<file path="src/rtl/handshake_pulse_feeder.sv">
// handshake_pulse_feeder
// Source-side initiator for a handshake pulse synchronizer, clk_fast domain.
// Bursty single-cycle event requests are counted as pending. One-cycle pulses
// are issued to the synchronizer only while it reports not busy.
//
// Optional build macro: HSF_DROP_CNT_EN
//   defined   -> adds drop_cnt[7:0], a saturating count of dropped events
//   undefined -> no drop_cnt port; the sticky overflow flag alone reports loss
//
// Handshake: event_in is a fire-and-forget request. Every high cycle is one
// event. It is accepted when the pending counter has room, or when an issue
// frees a slot on the same edge. pulse_out is a one-cycle strobe. It is raised
// only from IDLE with synchro_busy low, and it is never raised again until the
// synchronizer has gone busy and returned idle, or until the arm window ends
// without busy being seen.

module handshake_pulse_feeder #(
  parameter int CNT_W    = 4,
  parameter int ARM_WAIT = 3
) (
  input  logic             clk_fast,
  input  logic             reset,
  input  logic             event_in,
  input  logic             synchro_busy,
  output logic             pulse_out,
  output logic [CNT_W-1:0] pending_cnt,
  output logic             full,
  output logic             overflow,
`ifdef HSF_DROP_CNT_EN
  output logic [7:0]       drop_cnt,
`endif
  output logic             idle
);

  typedef enum logic [1:0] {
    ST_IDLE  = 2'd0,
    ST_ISSUE = 2'd1,
    ST_ARM   = 2'd2,
    ST_BUSY  = 2'd3
  } state_t;

  localparam logic [CNT_W-1:0] CNT_MAX  = {CNT_W{1'b1}};
  localparam logic [CNT_W-1:0] CNT_ONE  = {{(CNT_W-1){1'b0}}, 1'b1};
  localparam logic [3:0]       ARM_LOAD = 4'(ARM_WAIT);

  state_t           state_q, state_d;
  logic             pulse_q, pulse_d;
  logic [CNT_W-1:0] cnt_q, cnt_d;
  logic             ovf_q, ovf_d;
  logic [3:0]       timer_q, timer_d;

  logic             issue;
  logic             accept;
  logic             drop;

`ifdef HSF_DROP_CNT_EN
  logic [7:0]       drop_q, drop_d;
`endif

  // Event acceptance: an issue on the same edge frees a slot, so a full
  // counter still accepts an event when it is issuing on that edge.
  always_comb begin
    issue  = (state_q == ST_IDLE) && (cnt_q != '0) && !synchro_busy;
    accept = event_in && ((cnt_q != CNT_MAX) || issue);
    drop   = event_in && !accept;
  end

  // Next-state logic for the FSM, the pending counter and the loss reporting.
  always_comb begin
    state_d = state_q;
    pulse_d = 1'b0;
    timer_d = timer_q;
    cnt_d   = cnt_q;
    ovf_d   = ovf_q | drop;

    // Net count change; the counter saturates because a full counter drops events.
    case ({accept, issue})
      2'b10:   cnt_d = cnt_q + CNT_ONE;
      2'b01:   cnt_d = cnt_q - CNT_ONE;
      default: cnt_d = cnt_q;
    endcase

    case (state_q)
      ST_IDLE: begin
        if (issue) begin
          state_d = ST_ISSUE;
          pulse_d = 1'b1;
        end
      end
      ST_ISSUE: begin
        state_d = ST_ARM;
        timer_d = ARM_LOAD;
      end
      ST_ARM: begin
        if (synchro_busy) begin
          state_d = ST_BUSY;
          timer_d = 4'd0;
        end else begin
          // The window ends when the timer counts down to zero without busy.
          timer_d = timer_q - 4'd1;
          if (timer_q <= 4'd1) begin
            state_d = ST_IDLE;
            timer_d = 4'd0;
          end
        end
      end
      ST_BUSY: begin
        if (!synchro_busy) begin
          state_d = ST_IDLE;
        end
      end
      default: begin
        state_d = ST_IDLE;
        timer_d = 4'd0;
      end
    endcase
  end

`ifdef HSF_DROP_CNT_EN
  // Dropped-event count. It saturates at 255 and still counts while overflow is already set.
  always_comb begin
    drop_d = drop_q;
    if (drop && (drop_q != 8'hFF)) begin
      drop_d = drop_q + 8'd1;
    end
  end

  // Register for the dropped-event count.
  always_ff @(posedge clk_fast) begin
    if (reset) begin
      drop_q <= 8'd0;
    end else begin
      drop_q <= drop_d;
    end
  end

  assign drop_cnt = drop_q;
`endif

  // State and registered outputs. Reset discards all pending events.
  always_ff @(posedge clk_fast) begin
    if (reset) begin
      state_q <= ST_IDLE;
      pulse_q <= 1'b0;
      cnt_q   <= '0;
      ovf_q   <= 1'b0;
      timer_q <= 4'd0;
    end else begin
      state_q <= state_d;
      pulse_q <= pulse_d;
      cnt_q   <= cnt_d;
      ovf_q   <= ovf_d;
      timer_q <= timer_d;
    end
  end

  assign pulse_out   = pulse_q;
  assign pending_cnt = cnt_q;
  assign overflow    = ovf_q;
  assign full        = (cnt_q == CNT_MAX);
  assign idle        = (state_q == ST_IDLE) && (cnt_q == '0);

endmodule
</file>
<file path="config.mk">
export PLATFORM = sky130hd
export DESIGN_NAME = handshake_pulse_feeder
export DESIGN_NICKNAME = d
export VERILOG_FILES = /design/src/rtl/handshake_pulse_feeder.sv
export SDC_FILE = /design/constraint.sdc
export NUM_CORES = 1
export LEC_CHECK = 0
export BUFFER_PORTS_ARGS = -buffer_cell sky130_fd_sc_hd__buf_2
export CAP_MARGIN = 20
export CELL_PAD_IN_SITES_DETAIL_PLACEMENT = 1
export CELL_PAD_IN_SITES_GLOBAL_PLACEMENT = 1
export CORE_MARGIN = 4
export CORE_UTILIZATION = 44
export DETAILED_ROUTE_END_ITERATION = 7
export GPL_TIMING_DRIVEN = 0
export PLACE_DENSITY_LB_ADDON = 0.25
export SLEW_MARGIN = 15
export SYNTH_ARGS = -nofsm -noshare
export SYNTH_HDL_FRONTEND = slang
export SYNTH_SLANG_ARGS = --single-unit
</file>
<file path="constraint.sdc">
create_clock -name clk_fast -period 6.5 [get_ports clk_fast]
set_input_delay 0.325 -clock clk_fast [delete_from_list [all_inputs] [get_ports clk_fast]]
set_output_delay 0.325 -clock clk_fast [all_outputs]
set_load 0.05 [all_outputs]
</file>
==> results_dict.tcl, run 1 <==
set metrics [dict create \
    start_kind "flop" \
    period_minus_slack_ns 2.65 \
    finish.utilization 0.541 \
    reg2reg_from "state_q[0]$_SDFFE_PP0P_" \
    synth_warnings 0 \
    cp_slowest_cell "a2111oi_0" \
    start_util 0.472 \
    finalCritPeriodShare 0.407 \
    path_class "reg -> reg" \
    min_from "event_in" \
    power_mw 0.467 \
    htree_levels 1 \
    cts_resized 0 \
    crit_fanout 6 \
    async_flop_share 0 \
    layout_commonest_cell "dfxtp_1" \
    power.density_nw_per_um2 490 \
    finalSetupViolCount 0 \
    viasPerCell 5.39 \
    ios 12 \
    maxSlewHeadroom 0.665 \
    dr.first_iter.drc_count 3 \
    crit_arrival_ns 2.80 \
    ys_seq_elements 12 \
    ys_seq_area_frac 0.289 \
    clock_path_buffers 2 \
    io_buffers 11 \
    hold_viol 0 \
    dp_hpwl_um 1490 \
    finClkSkew_ns 0.00131 \
    numClockSinks 12 \
    grt_antenna_before_repair 0 \
    antenna_left 0 \
    cts_buffers 3 \
    wl_um 1910 \
    hp-class "in -> reg" \
    dpl_cell_area_um2 918 \
    fmax_mhz 378 \
    rsz0062_at_grt "false" \
    avgSynthCellArea_um2 8.32 \
    grt_start_max_net_pins 11 \
    vias 755 \
    final_cells 140 \
    die_y_um 51.5 \
    dieArea_um2 2650 \
    crit_path_cell_trace "inv_1 > ha_1 > nor2b_1 > nand3_1 > inv_1 > ha_1 > xnor2_1 > a2111oi_0 > nor4b_1" \
    drc 0 \
    fin_ws_ns 3.85 \
    drive_above_1_share 0.191 \
    cts_root_buffer "clkbuf_4" \
    maxCapViolCount 0 \
    p_leak_nw 0.405 \
    synth_cell_types 37 \
    cts.clk_slew.worst_paths_ns 0.08 \
    worstMarginPinSlew_ns 0.502 \
    synth_edf_count 0 \
    grt_pass1_vias 779 \
    finalMaxSlewViolations 0 \
    mostFrequentLayoutCells "dfxtp_1 (12), buf_2 (11), nor2_1 (10)" \
    die_width_um 51.5 \
    worstSetupEndpointType "flop" \
    holdPathStages 3 \
    wl_per_cell_um 13.6 \
    grt_pass1_wl_um 3400 \
    status "finished, final reports clean" \
    synth_fp_nets 113 \
    synth_cells 100 \
    cts_hold_buf 0 \
    crit_family "simple AND/OR/NAND/NOR gates" \
    synthesis.area_um2 832 \
    cp.required_ns 6.65 \
    clk_latency_ns 0.28 \
    synthFlopType "dfxtp_1" \
    grt-ovfl-total 0 \
    n_antenna_cell 0 \
    fin_area_um2 955 \
    gp_congestion 0.740 \
    hold_ws_ns 0.300 \
    fin_tns_setup_ns 0 \
    r2r_cells 9 \
    max_stage_delay_ns 0.44 \
    cts_tree "built" \
    timing.rr.end "pending_cnt[2]$_SDFFE_PP0P_" \
    crit_buf_inv 2 \
    postCtsSetupBuffers 0 \
    rows 15 \
    area_growth_pct 14.7 \
    place_ws_ns 3.86 \
    dr.pass1.iters 3 \
    core_area_um2 1760 \
    irDropWorstVdd_mv 0.279 \
    rrSetupSlack_ns 3.85 \
    nets 129 \
    grtUsageTotal 0.173 \
    placed_cells 136 \
    hold_path_end "overflow$_SDFF_PP0_" \
]
-- cell type report --
| cell class | instances | area (um2) |
|---|---|---|
| inverter | 9 | 33.8 |
| timing repair buffer | 11 | 55.1 |
| buffer | 2 | 15.0 |
| tap | 25 | 31.3 |
| multi-input combinational | 77 | 543 |
| sequential | 12 | 240 |
| fill | 239 | 810 |
| clock buffer | 4 | 36.3 |
-- worst max path at each step --
stage                     depth (start not counted)  slack (ns)                          end                         from
after CTS                                         9        3.84  pending_cnt[2]$_SDFFE_PP0P_      state_q[0]$_SDFFE_PP0P_
after detailed placement                          9        3.86  pending_cnt[2]$_SDFFE_PP0P_      state_q[0]$_SDFFE_PP0P_
after floorplan                                   8        4.05  pending_cnt[2]$_SDFFE_PP0P_  pending_cnt[3]$_SDFFE_PP0P_
after global placement                            9        3.99  pending_cnt[2]$_SDFFE_PP0P_      state_q[0]$_SDFFE_PP0P_
final                                             9        3.85  pending_cnt[2]$_SDFFE_PP0P_      state_q[0]$_SDFFE_PP0P_
after global routing                             10        3.59  pending_cnt[3]$_SDFFE_PP0P_      state_q[0]$_SDFFE_PP0P_
-- registers in the layout (all words and copies together) (netlist names) --
register	count
pending_cnt	4
timer_q	4
state_q	2
overflow	1
pulse_out	1
-- worst reg2reg max path: cells and delay by family, from the launching register on --
kind                       cells  cell delay (ns)
adders and majority gates      2             0.52
DFF                            1             0.34
buffers and inverters          2             0.32
AOI/OAI and AO/OA              1             0.44
and+or+nand+nor                3             0.74
xor gates and xnor gates       1             0.16
-- kinds of logic (layout without fill, tap and decap cells) --
group | Yosys count | after routing | share of synthesized area
adders and majority gates | 9 | 9 | 0.144
buffers and inverters | 11 | 26 | 0.0586
AOI/OAI and AO/OA | 24 | 24 | 0.195
xor gates and xnor gates | 1 | 1 | 0.0105
and+or+nand+nor | 41 | 41 | 0.272
DFF | 12 | 12 | 0.289
muxes | 2 | 2 | 0.0301
-- synth_stat cells, types with 3 or more instances --
cell type | n | share of area
a211oi_1 | 3 | 0.027
a21oi_1 | 6 | 0.036
dfxtp_1 | 12 | 0.29
ha_1 | 8 | 0.12
inv_1 | 9 | 0.041
nand2_1 | 5 | 0.023
nand2b_1 | 6 | 0.045
nand3_1 | 6 | 0.036
nor2_1 | 10 | 0.045
o21ai_0 | 4 | 0.024
-- report_power, final --
| part | internal [mW] | total [mW] | switching, mW |
|---|---|---|---|
| logic | 0.107 | 0.285 | 0.178 |
| clock network | 0.0341 | 0.0613 | 0.0272 |
| registers | 0.0954 | 0.121 | 0.0260 |
| total | 0.236 | 0.467 | 0.231 |
-- metal layers --
layer	up-vias	GRT usage	share of wire
li1	384	-	-
met1	354	0.212	0.47
met2	13	0.275	0.47
met3	4	0.0641	0.042
met4	0	0.0611	0.015
met5	-	0	0
Power figures use the tool's default switching activity.
==> inputs of run 2 (changes only) <==
--- a/config.mk
+++ b/config.mk
@@ -5,12 +5,13 @@
 export SDC_FILE = /design/constraint.sdc
 export NUM_CORES = 1
 export LEC_CHECK = 0
+export ABC_AREA = 1
 export BUFFER_PORTS_ARGS = -buffer_cell sky130_fd_sc_hd__buf_2
 export CAP_MARGIN = 20
 export CELL_PAD_IN_SITES_DETAIL_PLACEMENT = 1
 export CELL_PAD_IN_SITES_GLOBAL_PLACEMENT = 1
 export CORE_MARGIN = 4
-export CORE_UTILIZATION = 44
+export CORE_UTILIZATION = 35
 export DETAILED_ROUTE_END_ITERATION = 7
 export GPL_TIMING_DRIVEN = 0
 export PLACE_DENSITY_LB_ADDON = 0.25
==> constraint.sdc (replaced) <==
create_clock -name clk_fast -period 2.2 [get_ports clk_fast]
set_input_delay 0.11 -clock clk_fast [delete_from_list [all_inputs] [get_ports clk_fast]]
set_output_delay 0.11 -clock clk_fast [all_outputs]
set_load 0.05 [all_outputs]
==> run 2 against run 1 <==
Compared with the run above:
- sequential power rose to 3.2 times the previous value
- largest cell class unchanged
- critical path depth rose by 4
- worst hold slack got worse by 0.22 ns
- largest power group unchanged
==> results_dict.tcl, run 2 <==
set metrics [dict create \
    numClockSinks 12 \
    synth.area.top_cells "dfxtp_1 (30%), ha_1 (13%), nand2_1 (9.0%)" \
    grt_start_max_net_pins 11 \
    synth_cells 111 \
    hold_path_end "state_q[1]$_SDFFE_PP0P_" \
    period_minus_slack_ns 2.01 \
    postCtsSetupBuffers 0 \
    gp_congestion 0.767 \
    fmax_mhz 498 \
    htree_levels 1 \
    r2r_cells 13 \
    drive_above_1_share 0.216 \
    rrSetupSlack_ns 0.19 \
    cp_slowest_cell "dfxtp_2" \
    rows 16 \
    finalMaxSlewViolations 0 \
    synth_cell_types 22 \
    nets 140 \
    top_layer_used "met4" \
    async_flop_share 0 \
    dieArea_um2 3080 \
    drc 0 \
    fin_tns_setup_ns 0 \
    place_ws_ns 0.0650 \
    synth_fp_nets 124 \
    reg2reg_from "state_q[1]$_SDFFE_PP0P_" \
    irDropWorstVdd_mv 0.629 \
    clk_latency_ns 0.27 \
    met2_wirelength_um 930 \
    cp_num_cells 13 \
    start_util 0.383 \
    die_width_um 55.5 \
    status "finished, final reports clean" \
    crit_fanout 4 \
    grt_antenna_before_repair 0 \
    synth_most_common_cell "nand2_1" \
    crit_arrival_ns 2.17 \
    synth_edf_count 0 \
    wl_per_cell_um 12.8 \
    grt_pass1_wl_um 3300 \
    mostFrequentLayoutCells "nand2_1 (19), inv_1 (16), nor2_1 (14)" \
    layout_commonest_cell "nand2_1" \
    maxCapViolCount 0 \
    synth_common_cells "nand2_1 (19), inv_1 (17), nor2_1 (15)" \
    finClkSkew_ns 0.000419 \
    holdPathStages 2 \
    worstMarginPinSlew_ns 0.413 \
    area_growth_pct 16.1 \
    die_y_um 55.5 \
    cts.clk_slew.worst_paths_ns 0.07 \
    synth_top_area_share 0.304 \
    hold_ws_ns 0.0751 \
    vias 733 \
    grt-ovfl-total 0 \
    crit_family "simple AND/OR/NAND/NOR gates" \
    cts_buffers 3 \
    core_area_um2 2060 \
    crit_buf_inv 3 \
    rsz0062_at_grt "false" \
    viasPerCell 4.82 \
    ios 12 \
    cts_hold_buf 0 \
    power.density_nw_per_um2 1480 \
    wl_um 1940 \
    dr.first_iter.drc_count 3 \
    dr.pass1.iters 2 \
    ys_seq_area_frac 0.304 \
    dp_hpwl_um 1480 \
    grt_pass1_vias 761 \
    cp.required_ns 2.37 \
    maxSlewHeadroom 0.725 \
    cts_tree "built" \
    crit_path_cell_trace "inv_1 > ha_1 > inv_1 > nor2_4 > nand3_4 > inv_1 > ha_1 > nand2_1 > nand2_1 > a21oi_1 > nand2_1 > a21oi_1 > nor2_1" \
    met1Wirelength_um 923 \
    max_stage_delay_ns 0.34 \
    final_cells 152 \
    grtUsageTotal 0.134 \
    fin_ws_ns 0.191 \
    path_class "reg -> reg" \
    hold_viol 0 \
    wl_met3_um 71 \
    n_fill_cell 283 \
    hp-class "in -> reg" \
    io_buffers 11 \
    synthFlopType "dfxtp_1" \
    synthesis.area_um2 791 \
    n_antenna_cell 0 \
    synth_warnings 0 \
    timing.rr.end "pending_cnt[3]$_SDFFE_PP0P_" \
    yosys.area.top_type "dfxtp_1" \
    placed_cells 149 \
    ys_seq_elements 12 \
    finalCritPeriodShare 0.913 \
    p_leak_nw 0.466 \
    finalSetupViolCount 0 \
    avgSynthCellArea_um2 7.12 \
    min_from "reset" \
    clock_path_buffers 2 \
    start_kind "flop" \
    worstSetupEndpointType "flop" \
    cts_root_buffer "clkbuf_4" \
    antenna_left 0 \
]
run 2: cell types whose count changed after synthesis, sizes merged, moves of 2 or more:
cell	previous run	this run
a211oi	4	2
a21oi	6	4
a31oi	2	4
inv	9	18
nand2	5	25
nand2b	6	0
nand3	6	8
nor2	11	17
nor2b	2	0
nor3	2	0
o21ai	5	8
o22ai	2	0
or4	2	0
run 2: worst register-to-register path, cell delays in order (launching register included):
cell and delay (ns):
dfxtp_2 0.34, inv_1 0.12, ha_1 0.20, inv_1 0.08, nor2_4 0.12, nand3_4 0.13, inv_1 0.10, ha_1 0.26
nand2_1 0.10, nand2_1 0.05, a21oi_1 0.12, nand2_1 0.08, a21oi_1 0.15, nor2_1 0.06
run 2: timing repair:
item,in CTS,in global routing
setup endpoints to repair,0,1
gates resized for setup,0,5
endpoints found under the hold margin,0,0
run 2: worst max path at each step:
stage	startpoint	end	slack, ns
2_1_floorplan	pending_cnt[0]$_SDFFE_PP0P_	pending_cnt[3]$_SDFFE_PP0P_	0.17
3_3_place_gp	state_q[1]$_SDFFE_PP0P_	pending_cnt[3]$_SDFFE_PP0P_	0.13
3_5_place_dp	state_q[1]$_SDFFE_PP0P_	pending_cnt[3]$_SDFFE_PP0P_	0.06
4_1_cts	state_q[0]$_SDFFE_PP0P_	pending_cnt[3]$_SDFFE_PP0P_	0.05
5_1_grt	state_q[1]$_SDFFE_PP0P_	pending_cnt[3]$_SDFFE_PP0P_	0.003
6_report	state_q[1]$_SDFFE_PP0P_	pending_cnt[3]$_SDFFE_PP0P_	0.19
run 2: metrics by stage:
step / total power [mW] / area [um2] / util
2_1_floorplan: 1.01 / 791 / -
3_3_place_gp: 1.16 / 880 / 0.427
3_5_place_dp: 1.20 / 880 / 0.427
4_1_cts: 1.35 / 902 / 0.438
5_1_grt: 1.50 / 918 / 0.445
6_report: 1.36 / 918 / 0.445
run 2: layout make-up:
| cell class | count | area, um2 | share of cell area |
|---|---|---|---|
| buffer | 1 | 3.75 | 0.00409 |
| clock buffer | 3 | 22.5 | 0.0245 |
| inverter | 18 | 67.6 | 0.0736 |
| multi-input combinational | 80 | 494 | 0.538 |
| sequential | 12 | 241 | 0.263 |
| tap | 27 | 33.8 | 0.0368 |
| timing repair buffer | 11 | 55.1 | 0.0599 |
run 2: metal layers:
metal	GRT usage	up-vias
li1	-	381
met1	0.167	341
met2	0.209	9
met3	0.0536	2
met4	0.0417	0
met5	0	-
run 2: cell families (layout without fill, tap and decap cells):
kind of cell | Yosys count | count (layout) | share of synthesized area
adders and majority gates | 9 | 9 | 0.152
DFF | 12 | 12 | 0.304
xor gates and xnor gates | 1 | 1 | 0.0111
AOI/OAI and AO/OA | 18 | 18 | 0.127
and+or+nand+nor | 52 | 52 | 0.316
buffers and inverters | 19 | 33 | 0.0902
run 2: power breakdown:
part,internal (mW),switching [mW]
sequential,0.300,0.0866
combinational,0.258,0.580
clock,0.0633,0.0705
total,0.621,0.737
